[src/rtl/fp_addsub_seq.sv]
// Multi-cycle floating-point adder/subtractor with an explicit align/add/normalise FSM.
// The larger operand is always placed in A, so subtraction of mantissas never goes negative.
module fp_addsub_seq #(
  parameter int EXP_W = 5,
  parameter int MAN_W = 10
) (
  input  logic             clk,
  input  logic             rst,
  input  logic             in_valid,
  output logic             in_ready,
  input  logic [MAN_W-1:0] man_a,
  input  logic [MAN_W-1:0] man_b,
  input  logic             sgn_a,
  input  logic             sgn_b,
  input  logic [EXP_W-1:0] exp_a,
  input  logic [EXP_W-1:0] exp_b,
  input  logic             op,
  output logic             out_valid,
  input  logic             out_ready,
  output logic [MAN_W-1:0] res_man,
  output logic             res_sgn,
  output logic [EXP_W:0]   res_exp,
  output logic             underflow,
  output logic             busy
);

  typedef enum logic [2:0] {IDLE, ALIGN, ADD, NORM, DONE} state_t;

  state_t           state;
  logic [MAN_W-1:0] a_man, b_man;
  logic [EXP_W-1:0] a_exp, b_exp;
  logic             a_sgn, b_sgn, op_r, eff_sub;
  logic [MAN_W:0]   w_man;
  logic [EXP_W:0]   w_exp;

  logic             swap;
  logic             b_sgn_eff;
  logic [MAN_W-1:0] big_man, small_man, small_shifted;
  logic [EXP_W-1:0] big_exp, small_exp, exp_diff;
  logic             big_sgn, small_sgn;

  assign in_ready = (state == IDLE);
  assign busy     = (state != IDLE);

  // B's effective sign folds in the operation before ordering, so the swap carries it along.
  always_comb begin
    b_sgn_eff     = b_sgn ^ op_r;
    swap          = (b_exp > a_exp) || ((b_exp == a_exp) && (b_man > a_man));
    big_man       = swap ? b_man : a_man;
    big_exp       = swap ? b_exp : a_exp;
    big_sgn       = swap ? b_sgn_eff : a_sgn;
    small_man     = swap ? a_man : b_man;
    small_exp     = swap ? a_exp : b_exp;
    small_sgn     = swap ? a_sgn : b_sgn_eff;
    exp_diff      = big_exp - small_exp;
    small_shifted = (32'(exp_diff) >= 32'(MAN_W)) ? '0 : (small_man >> exp_diff);
  end

  always_ff @(posedge clk or posedge rst) begin
    if (rst) begin
      state     <= IDLE;
      a_man     <= '0;
      b_man     <= '0;
      a_exp     <= '0;
      b_exp     <= '0;
      a_sgn     <= 1'b0;
      b_sgn     <= 1'b0;
      op_r      <= 1'b0;
      eff_sub   <= 1'b0;
      w_man     <= '0;
      w_exp     <= '0;
      out_valid <= 1'b0;
      res_man   <= '0;
      res_sgn   <= 1'b0;
      res_exp   <= '0;
      underflow <= 1'b0;
    end else begin
      case (state)
        IDLE: begin
          if (in_valid) begin
            a_man <= man_a;
            b_man <= man_b;
            a_exp <= exp_a;
            b_exp <= exp_b;
            a_sgn <= sgn_a;
            b_sgn <= sgn_b;
            op_r  <= op;
            state <= ALIGN;
          end
        end
        ALIGN: begin
          a_man   <= big_man;
          a_exp   <= big_exp;
          a_sgn   <= big_sgn;
          b_man   <= small_shifted;
          eff_sub <= big_sgn ^ small_sgn;
          state   <= ADD;
        end
        ADD: begin
          w_man <= eff_sub ? ({1'b0, a_man} - {1'b0, b_man})
                           : ({1'b0, a_man} + {1'b0, b_man});
          w_exp <= {1'b0, a_exp};
          state <= NORM;
        end
        NORM: begin
          // Priority: carry-out, exact zero, already normalised, shift left, exponent floor.
          if (w_man[MAN_W]) begin
            res_man   <= w_man[MAN_W:1];
            res_exp   <= w_exp + 1'b1;
            res_sgn   <= a_sgn;
            underflow <= 1'b0;
            out_valid <= 1'b1;
            state     <= DONE;
          end else if (w_man == '0) begin
            res_man   <= '0;
            res_exp   <= '0;
            res_sgn   <= 1'b0;
            underflow <= 1'b0;
            out_valid <= 1'b1;
            state     <= DONE;
          end else if (w_man[MAN_W-1]) begin
            res_man   <= w_man[MAN_W-1:0];
            res_exp   <= w_exp;
            res_sgn   <= a_sgn;
            underflow <= 1'b0;
            out_valid <= 1'b1;
            state     <= DONE;
          end else if (w_exp != '0) begin
            w_man <= w_man << 1;
            w_exp <= w_exp - 1'b1;
          end else begin
            res_man   <= w_man[MAN_W-1:0];
            res_exp   <= '0;
            res_sgn   <= a_sgn;
            underflow <= 1'b1;
            out_valid <= 1'b1;
            state     <= DONE;
          end
        end
        DONE: begin
          if (out_ready) begin
            out_valid <= 1'b0;
            state     <= IDLE;
          end
        end
        default: state <= IDLE;
      endcase
    end
  end

endmodule

[config.mk]
export PLATFORM = sky130hd
export DESIGN_NAME = fp_addsub_seq
export DESIGN_NICKNAME = d
export VERILOG_FILES = /design/src/rtl/fp_addsub_seq.sv
export SDC_FILE = /design/constraint.sdc
export NUM_CORES = 1
export LEC_CHECK = 0
export CORE_MARGIN = 4
export CORE_UTILIZATION = 50
export CTS_BUF_LIST = sky130_fd_sc_hd__clkbuf_4
export CTS_CLUSTER_SIZE = 28
export DETAILED_ROUTE_END_ITERATION = 12
export DONT_BUFFER_PORTS = 1
export PLACE_DENSITY = 0.73
export SLEW_MARGIN = 30
export SYNTH_ARGS = -nofsm -noshare
export SYNTH_HDL_FRONTEND = slang
export SYNTH_SLANG_ARGS = --single-unit
[constraint.sdc]
create_clock -name clk -period 7.6 [get_ports clk]
set_input_delay 1.14 -clock clk [delete_from_list [all_inputs] [get_ports clk]]
set_output_delay 1.14 -clock clk [all_outputs]
set_load 0.03 [all_outputs]
# Word level (Yosys, flattened, before mapping)
# Cells that the tools add are included.
[word_totals] register_bits=73
[op_classes] add_sub_neg=5 order_cmp=3 n_eq_ne=14 shifts=1 mux=54 n_bitwise=2 n_reduce_logical=17
[ops] operator="2-to-1 mux 10 bit" n=12
[ops] operator="2-to-1 mux 6 bit" n=8
[ops] operator="one-hot mux 10 bit (2 select lines)" n=2
[ops] operator="2-to-1 mux 11 bit" n=2
[ops] operator="one-hot mux 11 bit (2 select lines)" n=1
[ops] operator="2-to-1 mux 3 bit" n=6
[ops] operator="2-to-1 mux 1 bit" n=15
[ops] operator="2-to-1 mux 5 bit" n=3
[ops] operator="one-hot mux 3 bit (5 select lines)" n=1
[ops] operator="!= test 2 bit, second input constant" n=7
[ops] operator="one-hot mux 6 bit (2 select lines)" n=1
[ops] operator="AND reduction 3 bit" n=4
[ops] operator="adder 10 x 10 -> 11 bit" n=1
[ops] operator="zero test 11 bit" n=1
[ops] operator="subtractor 10 x 10 -> 11 bit" n=1
[ops] operator="> comparator 10 bit" n=1
[ops] operator="one-hot mux 5 bit (2 select lines)" n=1
[ops] operator="right shift 10 x 5 -> 10 bit" n=1
[ops] operator="adder 6 x 1 -> 6 bit, second input constant" n=1
[ops] operator="equality test 3 x 2 -> 1 bit, second input constant" n=2
[ops] operator="AND reduction 2 bit" n=3
[ops] operator="nonzero test 2 bit" n=3
[ops] operator="nonzero test 6 bit" n=1
[ops] operator="subtractor 6 x 1 -> 6 bit, second input constant" n=1
[ops] operator="15 further kinds" n=17

# Logic depth before layout (Yosys ltp)
[depth] ltp_word=8 mapped_depth=22

# Least setup slack after synthesis
# Ideal clock, no wire load.
[synth_path] path_type="reg-to-reg" startpoint="reg b_man[1]" endpoint="reg b_man[6]" setup_ns=0.082 arrival_ns=4.216 required_time_ns=7.518 slack_ns=3.302 path_stages_with_launch=21 path_buffers=4 period_less_slack_ns=4.298 cell_sequence="dfrtp_1 inv_1 ha_1 nor2b_1 o31a_1 a2111oi_2 and2_1 buf_6 or2_1 buf_2 buf_2 a22oi_1 ha_1 inv_1 nor3_1 or4_1 a21oi_1 a21boi_2 buf_6 or4b_1 a22oi_2"
[synth_via] elab_chain_cells=8 word_cells_on_any_way=11 cone_classes="add/sub: 1; order compare: 2; shift: 1; mux: 5; reduce/logical: 2"
[synth_rtl] item="from (decl)" line_no="30" rtl="logic [MAN_W-1:0] a_man, b_man;"
[synth_rtl] item="from (signal assigned)" line_no="82" rtl="b_man <= man_b;"
[synth_rtl] item="from (signal assigned)" line_no="95" rtl="b_man <= small_shifted;"
[synth_rtl] item="> comparator 10 bit" line_no="48" rtl="swap = (b_exp > a_exp) || ((b_exp == a_exp) && (b_man > a_man));"
[synth_rtl] item="logical AND 1 bit" line_no="48"
[synth_rtl] item="logical OR 1 bit" line_no="48"
[synth_rtl] item="2-to-1 mux 5 bit (on tied branches)" line_no="50, 53"
[synth_rtl] item="subtractor 5 bit" line_no="55" rtl="exp_diff = big_exp - small_exp;"
[synth_rtl] item=">= comparator 5 x 4 -> 1 bit or right shift 10 x 5 -> 10 bit (tied branches)" line_no="56" rtl="small_shifted = (32'(exp_diff) >= 32'(MAN_W)) ? '0 : (small_man >> exp_diff);"
[synth_rtl] item="2-to-1 mux 10 bit *" line_no="56"
[synth_rtl] item="one-hot mux 10 bit (2 select lines) *" line_no="78" rtl="case (state)"
# Mark *: on every way between the ends. The rest lies on a longest branch, timed or not.
# A chain may end at the register's enable or synchronous reset.

# Worst setup path after layout
[layout_path] startpoint="reg b_exp[0]" endpoint="reg b_man[6]"
[layout_via] elab_chain_cells=8 word_cells_on_any_way=12 cone_classes="add/sub: 1; order compare: 2; eq/ne: 1; shift: 1; mux: 5; reduce/logical: 2"
[layout_rtl] item="from (decl)" line_no="31" rtl="logic [EXP_W-1:0] a_exp, b_exp;"
[layout_rtl] item="from (signal assigned)" line_no="84" rtl="b_exp <= exp_b;"
[layout_rtl] item="parallel branches: the longest is 6 deep, another holds > comparator 5 bit"
[layout_rtl] item="2-to-1 mux 10 bit *" line_no="56"
[layout_rtl] item="one-hot mux 10 bit (2 select lines) *" line_no="78"
# Every way passes the cells marked *.

==> flow_summary.ini <==
[logic_synthesis]
yosysSeqAreaShare_pct = 35.6
syn-num-nets = 659
netlist_area_um2 = 5130
ys_async_sr_fraction_pct = 100
synth_edf_count = 0
synth_largest_area_cell = dfrtp_1
syn-mean-instance-area_um2 = 8.66
syn_inst = 592
synth.top_cell.area_share_pct = 35.6
ys.flop_type = dfrtp_1
ys_types = 63
synth_seq_cells = 73
yosys-top-cells-area = dfrtp_1 (36%), ha_1 (6.8%), o21ai_0 (6.0%)
yosys_warnings = 0

[setup_path]
endpoint_kind = flop
rrSetupSlack_ns = 2.43
cp-endpoint = b_man[6]$_DFFE_PP0P_
cp.required_ns = 7.97
worstPathArrival_ns = 5.54
worstReg2RegStart = b_exp[0]$_DFFE_PP0P_
cp-start-kind = flop
crit_path_max_fanout = 15
r2r-end = b_man[6]$_DFFE_PP0P_
critPathLaunch = b_exp[0]$_DFFE_PP0P_
critPathKind = flop to flop
rr_worst_depth = 15

[placed_design]
dp_cells = 694
port_buffers = 0
place_area_um2 = 5170
gp_congestion = 0.980
hpwl_um = 9520
place_ws_ns = 2.52

[grt]
grt_pass1_wl_um = 20600
grt_max_degree = 74
grt-ovfl-total = 0
grt_pass1_vias = 4128
grt_use_total_pct = 22.2
antenna_found_initial = 0

[timing]
setup_violations = 0
slew-limit-headroom_pct = 39.6
slew_viol_final = 0
worst_slack_ns = 2.43
min_period_ns = 5.17
fin_setup_tns_ns = 0
fmaxAchievable_mhz = 193
period_share_pct = 68.0
rsz0062_at_grt = false
hold_violations = 0
fin_skew_ns = 0.0198
tightest_slew_ns = 0.904

[floorplan]
row_count = 36
initial_core_util_pct = 52.0
dieArea_um2 = 11900
die_h_um = 109
die_w_um = 109
design.core.area_um2 = 9860
num_io_pins = 58

[clock_network]
clockRootBuffer = clkbuf_4
path_clk_slew_ns = 0.13
cts_hold_buf = 0
post-cts-setup-buffer-count = 0
cts_tree = done
h-tree-depth = 3
cts_resized = 0
cts_made_buffers = 9
clockBufferDepth = 2
cts.sinks = 73
clk_latency_ns = 0.44

[final_layout]
area_growth_syn_to_layout_pct = 3.83
fillers = 923
layout_common_cells = dfrtp_1 (73), nand2_1 (69), o21ai_0 (61)
drive_above_1_share_pct = 7.28
mostFrequentLayoutCell = dfrtp_1
antenna_cells = 0
final_area_um2 = 5320
layout.cells.non_filler = 710
nets = 639

[detailed_routing]
dr.pass1.iters = 7
drtIter0Drc = 361
route.detailed.drc = 0
viasPerCell = 6.04
wirelength_um = 12700
post_drt_wl_per_cell_um = 17.9
ant_nets = 0
vias = 4286

[worst_hold_path]
hold_class = flop to flop
hp-start = b_sgn$_DFFE_PP0P_

[job]
maxCapViolations = 0

[run_status]
status = completed
-- sequential cells by signal (all words and copies together), names as in the netlist, named ones only --
register and count:
b_sgn 1, w_exp 6, eff_sub 1, a_sgn 1, res_man 10, b_exp 5, res_exp 6, op_r 1
w_man 11, out_valid 1, a_man 10, state 3, res_sgn 1, b_man 10, a_exp 4, underflow 1
-- critical path: stages (launching register included) --
cell and delay [ns]:
dfrtp_1 0.42, inv_1 0.09, ha_1 0.62, nand4_1 0.24, a2111oi_2 0.41, and2_1 0.33
or2_1 0.63, a22oi_1 0.21, ha_1 0.25, inv_1 0.10, nor3_1 0.07, or4_1 0.40
a21oi_1 0.23, a21boi_2 0.48, or4b_1 0.49, a22oi_2 0.14
-- per-stage QoR --
stage / util (%) / hold WS [ns]
2_1_floorplan: - / 0.465
3_3_place_gp: 52.4 / 0.478
3_5_place_dp: 52.4 / 0.483
4_1_cts: 53.9 / 0.514
5_1_grt: 54.0 / 0.536
6_report: 54.0 / 0.511
-- kinds of logic after synthesis --
group | Yosys count | share of synthesized area, %
xor gates and xnor gates | 13 | 2.22
DFF | 73 | 35.6
AOI/OAI and AO/OA | 177 | 21.9
adders and majority gates | 30 | 7.62
muxes | 40 | 9.93
and+or+nand+nor | 179 | 16.4
buffers and inverters | 80 | 6.30
-- layout make-up --
| type | instances | area (um^2) | share of cell area (%) |
|---|---|---|---|
| multi-input cells | 439 | 2990 | 56.1 |
| flip-flops and latches | 73 | 1830 | 34.3 |
| inverters | 46 | 173 | 3.24 |
| well taps | 133 | 166 | 3.13 |
| clock buffers | 10 | 75.1 | 1.41 |
| clock inverters | 6 | 67.6 | 1.27 |
| repair buffers | 3 | 26.3 | 0.494 |
-- worst min-delay path by stage --
stage / endpoint / slack [ns] / cells after the start
after floorplan: b_sgn$_DFFE_PP0P_ / 0.47 / 2
after detailed placement: b_sgn$_DFFE_PP0P_ / 0.48 / 2
after global placement: b_sgn$_DFFE_PP0P_ / 0.48 / 2
after global routing: b_sgn$_DFFE_PP0P_ / 0.54 / 2
final: b_sgn$_DFFE_PP0P_ / 0.51 / 2
after CTS: b_sgn$_DFFE_PP0P_ / 0.51 / 2
-- per-layer routing --
metal	up-vias	global-route usage, %	wire length, um
li1	2079	-	-
met1	2063	30.7	5690
met2	123	35.3	6000
met3	21	3.67	792
met4	0	7.66	212
met5	-	0	0
-- cells in the mapped netlist, types with 6 or more instances --
library cell and number:
and2_1 8, inv_1 45, nand2_1 69, a21oi_1 43, nor2b_1 7, o31ai_1 6
nand3_1 10, o211ai_1 6, ha_1 28, mux2i_1 28, xor2_1 6, nor3_1 17
mux4_2 8, xnor2_1 7, a22oi_1 12, o21bai_1 6, o21ai_0 61, nor2_1 37
nand4_1 7, clkbuf_1 25, dfrtp_1 73
Power is left out: the tool's default activity adds up to more than one toggle a clock period on the data nets, which glitch-free logic cannot reach.
